===== config.mk =====
export PLATFORM = sky130hd
export DESIGN_NAME = lut3d_nbr_fetch
export DESIGN_NICKNAME = d
export VERILOG_FILES = /design/src/rtl/lut3d_nbr_fetch.sv
export SDC_FILE = /design/constraint.sdc
export NUM_CORES = 1
export LEC_CHECK = 0
export CAP_MARGIN = 20
export CORE_MARGIN = 10
export CORE_UTILIZATION = 44
export DETAILED_ROUTE_END_ITERATION = 8
export GPL_TIMING_DRIVEN = 0
export HOLD_SLACK_MARGIN = 0.02
export PLACE_DENSITY_LB_ADDON = 0.15
export SYNTH_ARGS = -nofsm -noshare
export SYNTH_HDL_FRONTEND = slang
export SYNTH_SLANG_ARGS = --single-unit
export TNS_END_PERCENT = 30

===== constraint.sdc =====
create_clock -name clk -period 2.5 [get_ports clk]
set_clock_uncertainty 0.1 [all_clocks]
set_input_delay 0.375 -clock clk [delete_from_list [all_inputs] [get_ports clk]]
set_output_delay 0.375 -clock clk [all_outputs]
set_load 0.05 [all_outputs]

===== src/rtl/lut3d_nbr_fetch.sv =====
// Fetches the 8 corner entries of the 3D-LUT cell that contains an input pixel.
// The entries come back in neighbour order together with the per-channel fractions.
module lut3d_nbr_fetch #(
  parameter int unsigned CD = 8,
  parameter int unsigned IW = 4,
  localparam int unsigned FW = CD - IW,
  localparam int unsigned N  = (1 << IW) + 1,
  localparam int unsigned AW = $clog2(N * N * N)
) (
  input  logic              clk,
  input  logic              rstn,
  input  logic              in_valid,
  output logic              in_ready,
  input  logic [CD*3-1:0]   in_pix,
  output logic              rd_en,
  output logic [AW-1:0]     rd_addr,
  input  logic [CD*3-1:0]   rd_data,
  output logic              out_valid,
  input  logic              out_ready,
  output logic [FW-1:0]     frac_r,
  output logic [FW-1:0]     frac_g,
  output logic [FW-1:0]     frac_b,
  output logic [CD*3-1:0]   pt_nbr [7:0]
);

  typedef enum logic [1:0] {StIdle, StFetch, StDrain, StOut} state_e;

  state_e            state_q, state_d;
  logic [2:0]        k_q;
  logic [2:0]        cap_q;
  logic              dv_q;
  logic              rd_en_q;
  logic [AW-1:0]     rd_addr_q;
  logic [AW-1:0]     base_q;
  logic [AW-1:0]     base_in;
  logic [AW-1:0]     off;
  logic [FW-1:0]     fr_q, fg_q, fb_q;
  logic [CD*3-1:0]   nbr_q [7:0];
  logic [IW-1:0]     ir, ig, ib;
  logic              accept;

  assign ir = in_pix[CD-1:FW];
  assign ig = in_pix[2*CD-1:CD+FW];
  assign ib = in_pix[3*CD-1:2*CD+FW];

  // Every operand is widened to AW before multiplying so no product is truncated.
  assign base_in = AW'(ib) * AW'(N * N) + AW'(ig) * AW'(N) + AW'(ir);

  always_comb begin
    off = AW'(k_q[0]);
    if (k_q[1]) off = off + AW'(N);
    if (k_q[2]) off = off + AW'(N * N);
  end

  assign accept = (state_q == StIdle) && in_valid;

  always_comb begin
    state_d   = state_q;
    in_ready  = 1'b0;
    out_valid = 1'b0;
    unique case (state_q)
      StIdle: begin
        in_ready = 1'b1;
        if (in_valid) state_d = StFetch;
      end
      StFetch: begin
        if (k_q == 3'd7) state_d = StDrain;
      end
      StDrain: begin
        // Leave once the last neighbour lands in its register.
        if (dv_q && cap_q == 3'd7) state_d = StOut;
      end
      StOut: begin
        out_valid = 1'b1;
        if (out_ready) state_d = StIdle;
      end
      default: state_d = StIdle;
    endcase
  end

  always_ff @(posedge clk or negedge rstn) begin
    if (!rstn) begin
      state_q   <= StIdle;
      k_q       <= '0;
      cap_q     <= '0;
      dv_q      <= 1'b0;
      rd_en_q   <= 1'b0;
      rd_addr_q <= '0;
      base_q    <= '0;
      fr_q      <= '0;
      fg_q      <= '0;
      fb_q      <= '0;
      for (int i = 0; i < 8; i++) nbr_q[i] <= '0;
    end else begin
      state_q <= state_d;
      rd_en_q <= (state_q == StFetch);
      // Read data is valid the cycle after each strobe.
      dv_q    <= rd_en_q;
      if (state_q == StFetch) begin
        rd_addr_q <= base_q + off;
        k_q       <= k_q + 3'd1;
      end
      if (accept) begin
        base_q <= base_in;
        fr_q   <= in_pix[FW-1:0];
        fg_q   <= in_pix[CD+FW-1:CD];
        fb_q   <= in_pix[2*CD+FW-1:2*CD];
        k_q    <= '0;
        cap_q  <= '0;
      end
      if (dv_q) begin
        nbr_q[cap_q] <= rd_data;
        cap_q        <= cap_q + 3'd1;
      end
    end
  end

  assign rd_en   = rd_en_q;
  assign rd_addr = rd_addr_q;
  assign frac_r  = fr_q;
  assign frac_g  = fg_q;
  assign frac_b  = fb_q;
  assign pt_nbr  = nbr_q;

endmodule

# --- After elaboration in Yosys (flattened, before gate mapping) ---
# Index checks and enable logic that the tools add are counted.
totals:
  ff_bits: 240
  latchBits: 0
  ramBits: 0
  rom_bits: 0
  input_bits: 52
  n_memories: 0
classes:
  add_sub_neg: 7
  n_mul: 2
  div: 0
  order_cmp: 2
  eq_ne: 9
  shift: 0
  mux: 16
  bitwise_logic: 0
  n_reduce_logical: 7
ops:
  columns: ["operator", "n"]
  rows:
  - ["$bwmux 192", 1]
  - ["$demux 24 s3", 1]
  - ["$mux 24", 1]
  - ["$add 13x13->13", 1]
  - ["$add 13x4->13", 1]
  - ["$add 13x9->13", 1]
  - ["$add 13x9->13 const B", 1]
  - ["$mul 4x9->13 const B", 1]
  - ["$mux 13", 1]
  - ["$mux 3", 4]
  - ["$mul 4x5->9 const B", 1]
  - ["$mux 2", 4]
  - ["$ne 2x2->1 const B", 4]
  - ["$pmux 2 s4", 1]
  - ["$add 1x5->6 const B", 1]
  - ["$add 3x1->3 const B", 2]
  - ["$eq 3x3->1 const B", 2]
  - ["$mux 6", 1]
  - ["$eq 2x2->1 const B", 2]
  - ["$lt 3x4->1 const B", 1]
  - ["$reduce_and 4->1", 1]
  - ["$reduce_bool 2->1", 2]
  - ["$ge 3x1->1 const B", 1]
  - ["$logic_and 1x1->1", 3]
  - ["3 further kinds", 4]

# --- Depth between registers and ports, before layout ---
# Gate-level depths: netlist of run 1.
logic_depth:
  depth_word: 5
  depth_mapped: 14
  depth_no_buf: 14

# --- Worst setup path before layout of run 1 ---
# No wires, ideal clock.
synth_timing:
  path_type: "input to register"
  startpoint: "in in_pix[5]"
  endpoint: "reg base_q[8]"
  setup_time_ns: 0.095
  t_arrival_ns: 2.999
  setup_slack_ns: -0.694
  path_stages: 14
  path_buffers: 0
  cell_sequence: "ha_1 -> ha_1 -> ha_1 -> inv_1 -> fa_1 -> inv_1 -> ha_1 -> inv_1 -> fa_1 -> nor2b_1 -> o31a_1 -> o21a_1 -> o21a_1 -> o31ai_1"
synth_between:
  elab_chain_cells: 1
synth_lines:
  columns: ["element", "line_no", "source"]
  rows:
  - ["start, declared", "14", "input logic [CD*3-1:0] in_pix,"]
  - ["$add 13x4->13", "47", "assign base_in = AW'(ib) * AW'(N * N) + AW'(ig) * AW'(N) + AW'(ir);"]
  - ["end signal, assigned", "104", "base_q <= base_in;"]
  - ["end, declared", "34", "logic [AW-1:0] base_q;"]
# Every way passes these cells.
# A chain may end at the register's enable or synchronous reset.

# --- Final worst setup path of run 1 ---
layout_timing:
  startpoint: "in in_pix[15]"
  endpoint: "reg base_q[12]"
layout_between:
  elab_chain_cells: 3
layout_lines:
  columns: ["element", "line_no"]
  rows:
  - ["$mul 4x5->9", "47"]
  - ["$add 13x9->13", "47"]
  - ["$add 13x4->13", "47"]
# Every way passes these cells.

==> impl_summary.log, run 1 <==
INFO  metric synth-simple-area-share = 0.0331
INFO  metric synth-adder-area-share = 0.0633
INFO  metric ys_ff_latch = 240
INFO  metric critical_path_peak_fanout = 4
INFO  metric post_synth_mux_area_share = 0.237
INFO  metric worst_ep_required_time = approximately 2.8 ns
INFO  metric rsz0062_at_grt = true
INFO  metric post-route-drc-count = 0
INFO  metric worst_vdd_rail_ir_drop = between 0.0004 and 0.0005 V
INFO  metric grt_pass1_wl = 41400 um
INFO  metric worst_setup_path_start_kind = input pin
INFO  metric cts_tree = done
INFO  metric cts_buffers = 26
INFO  metric routed_via_density = 5.10
INFO  metric tightestPinTransition = 0.665 ns
INFO  metric clock_path_buffers = 3
INFO  metric synth_top_flop_cell = sky130_fd_sc_hd__dfrtp_1
INFO  metric route.detailed.wl_per_inst = 21.0 um
INFO  metric area.growth.synth_to_final = 42.0%
INFO  metric slew_violations = 0
INFO  metric area_of_the_core_region = 0.0227 mm^2
INFO  metric crit_slowest_cell = sky130_fd_sc_hd__fa_2
INFO  metric overall_die_width = 172 um
INFO  metric outcome = finished with violations
INFO  metric pwr_density_cell = 623 mW/mm^2
INFO  metric num-fill-cells = 1778
INFO  metric area.sequential = 0.00601 mm^2
INFO  metric number_of_enable_flip_flop_cells_after_synthesis = 0
INFO  metric crit_family = adder cells
INFO  metric synthesis.instances = 691
INFO  metric critical_path_s_largest_stage_delay = 0.58 ns
INFO  metric async_set_reset_flop_share_out_of_synthesis = 1.00
INFO  metric syn_area = 0.0102 mm^2
INFO  metric drt-pass1-iter-count = 4
INFO  metric multi_input_comb_area = 0.00414 mm^2
INFO  metric grt_util_met2 = 0.289
INFO  metric synthesis.area_per_instance = 14.8 um^2
INFO  metric initial_core_util = 0.449
INFO  metric synth_compound_gate_area_share = 0.0362
INFO  metric grt.met1_usage = 0.229
INFO  metric dieHeight = 172 um
INFO  metric fin_ws = -0.273 ns
INFO  metric htree_num_levels = 1
INFO  metric dpl-instance-area = 0.0134 mm^2
INFO  metric grt_overflow = 0
INFO  metric antenna_violations_before_repair = 0
INFO  metric grt_max_degree = 112
INFO  metric most-common-layout-cells = sky130_fd_sc_hd__clkdlybuf4s50_1, sky130_fd_sc_hd__dfrtp_1, sky130_fd_sc_hd__mux2_2
INFO  metric maxSlewHeadroom = 0.554
INFO  metric synth.yosys.seq_area_share = 0.588
INFO  metric critPathCaptureType = flip-flop
INFO  metric synthXorXnorAreaFrac = 0.0163
INFO  metric drive_above_1_share = 0.330
INFO  metric drt_wl_total = 27300 um
INFO  metric grt_pass1_vias = 6942
INFO  metric setup_viol = 10
INFO  metric layout.nets = 1102
INFO  metric dp.final_hpwl = 19900 um
INFO  metric ys.warnings.count = 0
INFO  metric crit_path_cell_trace = buf_8, ha_4, inv_2, fa_1, fa_2, buf_6, fa_2, nor2b_2, o31a_1, buf_4, o2111a_1, o21ai_1, o21ai_1
INFO  metric groute.usage.overall = 0.179
INFO  metric final.min_clock_period = about 2.8 ns
INFO  metric via_count = 6651
INFO  metric io_buffer_count = 271
INFO  metric critPathKind = input pin to flip-flop
INFO  metric power.static_leakage = 6.62 nW
INFO  metric globalRouteMet3Util = 0.0616
INFO  metric failed_checks = negative setup slack
INFO  metric yosysUniqueCellTypes = 43
INFO  metric layout_worst_path_cycle_share = 1.11
INFO  metric antenna_violating_nets_post_route = 0
INFO  metric mappedNetlistNets = 791
INFO  metric most_frequent_standard_cell_in_the_layout_excluding_fill_and_tap_cells = sky130_fd_sc_hd__clkdlybuf4s50_1
INFO  metric antennaDiodeCount = 0
INFO  metric timing.max_cap.violations = 0
INFO  metric timing.hold.worst.class = input pin to flip-flop
INFO  metric design.portCount = 272
INFO  metric die_area = 0.0297 mm^2
INFO  metric gp_congestion = 0.767
INFO  metric global_route.peak_usage_layer = met2
INFO  metric initialDrtViolationCount = about 320
INFO  metric maxClockFrequency = 361 MHz
INFO  metric critical_path.n_buffers_inverters = 4
INFO  metric power.total = 9.03 mW
INFO  metric clock_insertion_delay_worst_skew = 0.52 ns
INFO  metric layout_cells_excl_fill = ~1300
INFO  metric clk_sink_count = 240
INFO  metric combinational_family_with_the_most_area_after_synthesis = multiplexers
INFO  metric worst_setup_hold_path_clk_slew = 0.05 ns
INFO  metric timing.critical_path.arrival = 3.05 ns
INFO  metric row_count = 55
INFO  metric hold_violations = 0
INFO  metric post-place-cells = 1249
INFO  metric ctsRootBufferMaster = sky130_fd_sc_hd__clkbuf_16
INFO  metric hold_slack = 0.132 ns
INFO  metric final_cell_area = 0.0145 mm^2
==> layer usage <==
| metal | part of all wire | vias to the layer above |
|---|---|---|
| met5 | 0 | - |
| met1 | 0.42 | 3355 |
| met4 | 0.014 | 0 |
| li1 | - | 3077 |
| met2 | 0.47 | 190 |
| met3 | 0.093 | 29 |
==> layout make-up <==
type / instances / area share
plain buffers: 27 / 0.0115
clock buffers: 43 / 0.0570
clock inverters: 3 / 0.00449
inverters: 26 / 0.00673
multi-input cells: 398 / 0.285
flip-flops and latches: 240 / 0.414
well taps: 285 / 0.0246
repair buffers: 283 / 0.196
==> synthesized netlist by cell type (2+ instances only) <==
| library cell | instances | area share |
|---|---|---|
| sky130_fd_sc_hd__nand3_1 | 4 | 0.0020 |
| sky130_fd_sc_hd__nor2_1 | 14 | 0.0051 |
| sky130_fd_sc_hd__buf_6 | 3 | 0.0033 |
| sky130_fd_sc_hd__ha_1 | 42 | 0.051 |
| sky130_fd_sc_hd__fa_1 | 6 | 0.012 |
| sky130_fd_sc_hd__dfrtp_1 | 240 | 0.59 |
| sky130_fd_sc_hd__nand4b_2 | 3 | 0.0044 |
| sky130_fd_sc_hd__mux2i_1 | 2 | 0.0020 |
| sky130_fd_sc_hd__inv_1 | 26 | 0.0096 |
| sky130_fd_sc_hd__a21o_1 | 6 | 0.0044 |
| sky130_fd_sc_hd__and3_1 | 3 | 0.0018 |
| sky130_fd_sc_hd__o21ai_0 | 17 | 0.0083 |
| sky130_fd_sc_hd__nand2_1 | 23 | 0.0085 |
| sky130_fd_sc_hd__a21oi_1 | 16 | 0.0078 |
| sky130_fd_sc_hd__buf_2 | 13 | 0.0064 |
| sky130_fd_sc_hd__xor2_1 | 12 | 0.010 |
| sky130_fd_sc_hd__mux2_2 | 212 | 0.23 |
| sky130_fd_sc_hd__o21a_1 | 3 | 0.0022 |
| sky130_fd_sc_hd__xnor2_1 | 7 | 0.0060 |
| sky130_fd_sc_hd__nor3b_4 | 2 | 0.0037 |
| sky130_fd_sc_hd__o211ai_1 | 3 | 0.0022 |
| sky130_fd_sc_hd__buf_4 | 7 | 0.0051 |
| sky130_fd_sc_hd__a211oi_1 | 4 | 0.0029 |
| sky130_fd_sc_hd__clkbuf_1 | 4 | 0.0015 |
==> path summary, 6_finish.rpt <==
check	start	depth (start not counted)	to	slack (ns)
min	in_pix[23]	4	base_q[12]	0.13
min reg2reg	rd_en	0	dv_q	0.27
min in group asynchronous	rstn	2	pt_nbr[158]	0.27
max in group asynchronous	rstn	3	dv_q	1.12
max reg2reg	k_q[1]	9	rd_addr[6]	-0.05
max	in_pix[15]	13	base_q[12]	-0.27
==> registers in the layout, summed over array words and instances (netlist names) <==
register,flops
pt_nbr,192
state_q,2
dv_q,1
cap_q,3
k_q,3
base_q,13
frac_b,4
frac_r,4
frac_g,4
rd_addr,13
rd_en,1
==> power breakdown <==
part | leakage (nW) | internal [mW] | total [mW] | switching (mW)
logic | 3.08 | 0.438 | 1.10 | 0.659
clock network | 0.438 | 2.44 | 3.93 | 1.49
registers | 3.09 | 3.96 | 4.00 | 0.0384
total | 6.62 | 6.84 | 9.03 | 2.19
==> cell families after synthesis <==
kind of cell,after synthesis
AOI/OAI and AO/OA,59
adders and majority gates,48
xor gates and xnor gates,19
muxes,215
buffers and inverters,53
and+or+nand+nor,57
DFF,240
==> worst reg2reg max path: stages (launching register included) <==
cell and delay (ns):
sky130_fd_sc_hd__dfrtp_1 0.43, sky130_fd_sc_hd__inv_2 0.09, sky130_fd_sc_hd__ha_4 0.20, sky130_fd_sc_hd__xor2_1 0.18
sky130_fd_sc_hd__ha_2 0.22, sky130_fd_sc_hd__fa_2 0.36, sky130_fd_sc_hd__a21o_1 0.22, sky130_fd_sc_hd__a21o_1 0.21
sky130_fd_sc_hd__xor2_1 0.17, sky130_fd_sc_hd__mux2_2 0.28
==> timing repair <==
action | in CTS | in global routing
endpoints found under the hold margin | 53 | 0
setup buffers | 6 | 4
resized for setup | 62 | 11
pin swaps | 25 | 12
setup endpoints to repair | 16 | 17
hold buffers | 1 | 0
==> per-stage QoR <==
stage / utilization / setup WS, ns / setup TNS [ns]
6_report: 0.638 / -0.273 / -1.56
3_5_place_dp: 0.590 / -1.29 / -11.94
2_1_floorplan: - / -0.549 / -3.50
4_1_cts: 0.636 / -0.227 / -1.18
5_1_grt: 0.638 / -0.369 / -2.64
3_3_place_gp: 0.588 / -9.54 / -2298.26
Power figures use the tool's default switching activity.
==> inputs of run 2 (changes only) <==
- SLEW_MARGIN: not set -> 20
==> impl_summary.log, run 2 (synthesized netlist as in run 1, its figures left out) <==
INFO  metric outcome = finished with violations
INFO  metric failed_checks = negative setup slack
INFO  metric route.detailed.wl_per_inst = 21.1 um
INFO  metric row_count = 55
INFO  metric preCtsSetupSlack = -1.31 ns
INFO  metric crit_start = in_pix[15]
INFO  metric grt_max_degree = 77
INFO  metric ctsRootBufferMaster = sky130_fd_sc_hd__clkbuf_16
INFO  metric totalNegativeSetupSlack = -1.47 ns
INFO  metric setup.reg_to_reg.worst_slack = -0.05 ns
INFO  metric drt-pass1-iter-count = 4
INFO  metric design.portCount = around 270
INFO  metric clock_insertion_delay_worst_skew = 0.52 ns
INFO  metric dp.final_hpwl = between 20000 and 25000 um
INFO  metric final.min_clock_period = 2.78 ns
INFO  metric post-route-drc-count = 0
INFO  metric crit-reg2reg-capture = rd_addr[6]
INFO  metric antenna_violating_nets_post_route = 0
INFO  metric rsz0062_at_grt = true
INFO  metric most-common-layout-cells = sky130_fd_sc_hd__clkdlybuf4s50_1, sky130_fd_sc_hd__dfrtp_1, sky130_fd_sc_hd__mux2_2
INFO  metric via_count = 6701
INFO  metric area_of_the_core_region = around 0.023 mm^2
INFO  metric grt_pass1_wl = 41900 um
INFO  metric worst_ep_required_time = between 2 and 3 ns
INFO  metric worst_vdd_rail_ir_drop = roughly 0.00045 V
INFO  metric initial_core_util = 0.449
INFO  metric htree_num_levels = 1
INFO  metric hold_violations = 0
INFO  metric finalCoreUtilization = 0.640
INFO  metric groute.usage.overall = 0.182
INFO  metric maxClockFrequency = 359 MHz
INFO  metric die_area = 0.0297 mm^2
INFO  metric worst_setup_path_end = base_q[10]
INFO  metric critical_path_peak_fanout = 4
INFO  metric antenna_violations_before_repair = 0
INFO  metric regToRegStartpoint = k_q[1]
INFO  metric gp_congestion = between 0.7 and 0.8
INFO  metric worst_setup_path_start_kind = input pin
INFO  metric drive_above_1_share = 0.333
INFO  metric overall_die_width = between 150 and 200 um
INFO  metric crit_slowest_cell = sky130_fd_sc_hd__fa_1
INFO  metric timing.max_cap.violations = 0
INFO  metric fin_ws = -0.283 ns
INFO  metric post-place-cells = 1250
INFO  metric pwr_density_cell = 623 mW/mm^2
INFO  metric timing.reg2reg.worst_path_depth = 9
INFO  metric critical_path_s_largest_stage_delay = 0.50 ns
INFO  metric crit_family = adder cells
INFO  metric grt_pass1_vias = around 7000
INFO  metric critical_path.n_buffers_inverters = 3
INFO  metric most_frequent_standard_cell_in_the_layout_excluding_fill_and_tap_cells = sky130_fd_sc_hd__clkdlybuf4s50_1
INFO  metric initialDrtViolationCount = 280
INFO  metric crit_path_cell_trace = buf_8, ha_4, inv_2, fa_1, fa_1, buf_4, fa_2, nor2b_2, o31a_1, o211ai_1, xor2_1, o21ai_1
INFO  metric tightestPinTransition = 0.703 ns
INFO  metric final_cell_area = 0.0145 mm^2
INFO  metric area.growth.synth_to_final = 42.4%
INFO  metric maxSlewHeadroom = 0.529
INFO  metric drt_wl_total = 27500 um
INFO  metric worst_setup_hold_path_clk_slew = 0.06 ns
INFO  metric power.total = slightly above 9 mW
INFO  metric cts_buffers = 26
INFO  metric antennaDiodeCount = 0
INFO  metric dieHeight = 172 um
INFO  metric timing.critical_path.arrival = approximately 3 ns
INFO  metric setup_viol = 9
INFO  metric dpl-instance-area = 0.0134 mm^2
INFO  metric layout_cells_excl_fill = 1306
INFO  metric layout.nets = 1102
INFO  metric hold_slack = between 0.1 and 0.15 ns
INFO  metric timing.hold.worst.class = input pin to flip-flop
INFO  metric io_buffer_count = 271
INFO  metric cp.depth = 12
INFO  metric cts_tree = done
INFO  metric critPathKind = input pin to flip-flop
INFO  metric clock_path_buffers = 3
INFO  metric grt_overflow = 0
INFO  metric power.static_leakage = between 6 and 7 nW
INFO  metric critPathCaptureType = flip-flop
INFO  metric clk_sink_count = 240
INFO  metric routed_via_density = 5.13
INFO  metric slew_violations = 0
INFO  metric largest_register_ff_count = 192
INFO  metric cpMostUsedCell = sky130_fd_sc_hd__fa_1
INFO  metric layout_worst_path_cycle_share = 1.11
==> run 2: final cells by class <==
| class | count | area [um^2] |
|---|---|---|
| Timing Repair Buffer | 283 | 2870 |
| Clock buffer | 42 | 852 |
| Inverter | 26 | 97.6 |
| Tap cell | 285 | 357 |
| Multi-Input combinational cell | 398 | 4140 |
| Fill cell | 1775 | 8180 |
| Sequential cell | 240 | 6010 |
| Clock inverter | 5 | 53.8 |
| Buffer | 27 | 166 |
==> run 2: worst min path at each step <==
stage / from / to / slack, ns / cells past startpoint
after CTS: in_pix[23] / base_q[12] / 0.11 / 4
after global routing: in_pix[23] / base_q[12] / 0.13 / 4
after global placement: rd_en / dv_q / 0.26 / 0
final: in_pix[23] / base_q[12] / 0.13 / 4
after detailed placement: rstn / pt_nbr[158] / 0.22 / 1
after floorplan: rstn / base_q[0] / -0.02 / 0
==> run 2: what timing repair did <==
item | 4_1_cts | 5_1_grt
hold buffers | 1 | 0
gates resized for setup | 66 | 5
endpoints found under the setup margin | 17 | 16
hold endpoints to repair | 50 | 0
buffers inserted | 7 | 1
pin swaps | 26 | 8
==> run 2: worst reg2reg max path, stage by stage, from the launching register on <==
cell and delay, ns:
sky130_fd_sc_hd__dfrtp_1 0.43, sky130_fd_sc_hd__inv_2 0.09, sky130_fd_sc_hd__ha_4 0.20, sky130_fd_sc_hd__xor2_1 0.17
sky130_fd_sc_hd__ha_2 0.21, sky130_fd_sc_hd__fa_2 0.35, sky130_fd_sc_hd__a21o_1 0.23, sky130_fd_sc_hd__a21o_1 0.21
sky130_fd_sc_hd__xor2_1 0.17, sky130_fd_sc_hd__mux2_2 0.27
==> run 2: power by group <==
part / internal, mW / total (mW) / switching (mW)
Clock: 2.42 / 3.96 / 1.54
Combinational: 0.432 / 1.09 / 0.656
Sequential: 3.96 / 4.00 / 0.0390
==> run 2: per-layer routing <==
layer | track usage | up-vias | share of wire
met2 | 0.300 | 192 | 0.48
met3 | 0.0561 | 30 | 0.086
met4 | 0.0405 | 0 | 0.017
met1 | 0.231 | 3408 | 0.42
met5 | 0 | - | 0
li1 | - | 3071 | -
==> inputs of run 3 (changes only) <==
- REMOVE_ABC_BUFFERS: not set -> 1
==> impl_summary.log, run 3 (synthesized netlist as in run 1, its figures left out) <==
INFO  metric routed_via_density = 5.09
INFO  metric ctsRootBufferMaster = sky130_fd_sc_hd__clkbuf_16
INFO  metric grt_max_degree = 69
INFO  metric worst_ep_required_time = ~2.8 ns
INFO  metric seq_power_share = 0.448
INFO  metric combPwrFrac = 0.125
INFO  metric post-route-drc-count = 0
INFO  metric setup.reg_to_reg.worst_slack = -0.08 ns
INFO  metric crit-reg2reg-capture = rd_addr[10]
INFO  metric slew_violations = 0
INFO  metric overall_die_width = 172 um
INFO  metric grt_util_met2 = 0.307
INFO  metric drt_wl_total = 27400 um
INFO  metric num-fill-cells = 1731
INFO  metric timing.reg2reg.worst_path_depth = 10
INFO  metric maxSlewHeadroom = 0.491
INFO  metric io_buffer_count = 271
INFO  metric area.sequential = roughly 0.0060 mm^2
INFO  metric outcome = finished with violations
INFO  metric grt_overflow = 0
INFO  metric maxClockFrequency = 364 MHz
INFO  metric multi_input_comb_area = approximately 0.0042 mm^2
INFO  metric critical_path_peak_fanout = 4
INFO  metric via_count = 6565
INFO  metric antenna_violations_before_repair = 1
INFO  metric hold_slack = roughly 0.18 ns
INFO  metric global_route.peak_usage_layer = met2
INFO  metric most-common-layout-cells = sky130_fd_sc_hd__clkdlybuf4s50_1, sky130_fd_sc_hd__dfrtp_1, sky130_fd_sc_hd__mux2_2
INFO  metric worst_vdd_rail_ir_drop = ~0.00038 V
INFO  metric grt.met1_usage = 0.228
INFO  metric rsz0062_at_grt = true
INFO  metric totalNegativeSetupSlack = -1.36 ns
INFO  metric clock_insertion_delay_worst_skew = 0.51 ns
INFO  metric hold_violations = 0
INFO  metric route.detailed.wl_per_inst = between 20 and 25 um
INFO  metric preCtsSetupSlack = -1.50 ns
INFO  metric p_clk_frac = 0.428
INFO  metric power.switching = ~2.2 mW
INFO  metric holdCritStartpoint = in_pix[23]
INFO  metric hold_end = base_q[12]
INFO  metric drt-pass1-iter-count = 4
INFO  metric antenna_violating_nets_post_route = 0
INFO  metric power.static_leakage = 6.62 nW
INFO  metric post-place-cells = around 1200
INFO  metric design.portCount = between 200 and 300
INFO  metric gp_congestion = 0.784
INFO  metric failed_checks = negative setup slack
INFO  metric die_area = 0.0297 mm^2
INFO  metric critical_path_s_largest_stage_delay = 0.55 ns
INFO  metric layout.nets = between 1000 and 1500
INFO  metric p_int = 6.74 mW
INFO  metric groute.usage.overall = 0.180
INFO  metric timing.max_cap.violations = 0
INFO  metric area_of_the_core_region = 0.0227 mm^2
INFO  metric finalCoreUtilization = 0.640
INFO  metric power.share.switching = 0.246
INFO  metric most_frequent_standard_cell_in_the_layout_excluding_fill_and_tap_cells = sky130_fd_sc_hd__clkdlybuf4s50_1
INFO  metric critPathCaptureType = flip-flop
INFO  metric htree_num_levels = 1
INFO  metric min_delay_path_depth = 4
INFO  metric layout_worst_path_cycle_share = 1.10
INFO  metric dp.final_hpwl = between 20000 and 25000 um
INFO  metric drive_above_1_share = 0.328
INFO  metric grt_pass1_wl = between 40000 and 50000 um
INFO  metric fin_ws = -0.244 ns
INFO  metric pwr_density_cell = around 610 mW/mm^2
INFO  metric worst_setup_path_start_kind = input pin
INFO  metric initial_core_util = 0.449
INFO  metric critPathKind = input pin to flip-flop
INFO  metric worst_setup_hold_path_clk_slew = 0.06 ns
INFO  metric globalRouteMet3Util = 0.0424
INFO  metric grt_pass1_vias = just under 7000
INFO  metric cts_tree = done
INFO  metric setup_viol = 11
INFO  metric regToRegStartpoint = k_q[1]
INFO  metric area.growth.synth_to_final = 42.4%
INFO  metric final.min_clock_period = 2.74 ns
INFO  metric antennaDiodeCount = 0
INFO  metric tightestPinTransition = 0.760 ns
INFO  metric initialDrtViolationCount = 378
INFO  metric row_count = 55
INFO  metric dieHeight = 172 um
INFO  metric crit_path_cell_trace = buf_8, ha_4, inv_2, fa_1, fa_1, buf_4, fa_2, nor2b_2, o31a_1, o21a_1, o21a_1, o31ai_1
INFO  metric largest_register_ff_count = 192
INFO  metric clk_sink_count = 240
INFO  metric layout_cells_excl_fill = 1290
INFO  metric cts_buffers = 26
INFO  metric clock_path_buffers = 3
INFO  metric timing.critical_path.arrival = 3.05 ns
INFO  metric crit_slowest_cell = sky130_fd_sc_hd__fa_1
INFO  metric timing.hold.worst.class = input pin to flip-flop
-- run 3: worst max-delay path, delay by kind of cell --
family,cells,cell delay [ns]
adder cells (fa/ha/maj),4,1.50
AND/OR/NAND/NOR,1,0.05
AO/OA/AOI/OAI,4,0.88
buffers and inverters,3,0.25
-- run 3: area by class of cell --
type                            instances  share of cell area
Sequential cell                       240               0.413
Multi-Input combinational cell        398               0.288
Inverter                               26             0.00689
Timing Repair Buffer                  295               0.208
Tap cell                              285              0.0245
Clock buffer                           37              0.0525
Clock inverter                          9             0.00680
-- run 3: per-layer routing --
metal	wire length [um]	share of wire
met5	10	0.00037
met4	247	0.0090
met3	2000	0.073
met2	13600	0.50
met1	11500	0.42
-- run 3: worst max path at each step --
stage	start	to	depth (start not counted)
after floorplan	in_pix[5]	base_q[8]	14
after detailed placement	in_pix[21]	base_q[12]	15
after CTS	in_pix[21]	base_q[8]	15
final	in_pix[23]	base_q[8]	12
after global placement	rstn	state_q[1]	1
after global routing	in_pix[23]	base_q[8]	12
-- run 3: repair_timing --
item                       in CTS  in global routing
pin swaps                      29                 20
setup buffers                   6                  5
hold buffers                    1                  0
resized for setup              77                 13
hold endpoints to repair       51                  0
gates cloned                    0                  0
setup endpoints to repair      19                 19
-- run 3: metrics by stage --
step                total power, mW  area, um^2
floorplan                      4.61       10000
global placement               5.05       13100
detailed placement             5.07       13400
CTS                            9.00       14500
global route                   9.28       14500
finish                         8.94       14500
-- run 3: power by group through the flow --
stage / Sequential [mW] / Clock (mW) / Combinational (mW)
after global placement: 4.07 / 0 / 0.978
after floorplan: 4.35 / 0 / 0.253
after CTS: 4.00 / 3.93 / 1.07
after detailed placement: 4.07 / 0 / 0.999
after global routing: 4.01 / 4.08 / 1.20
final: 4.00 / 3.82 / 1.11
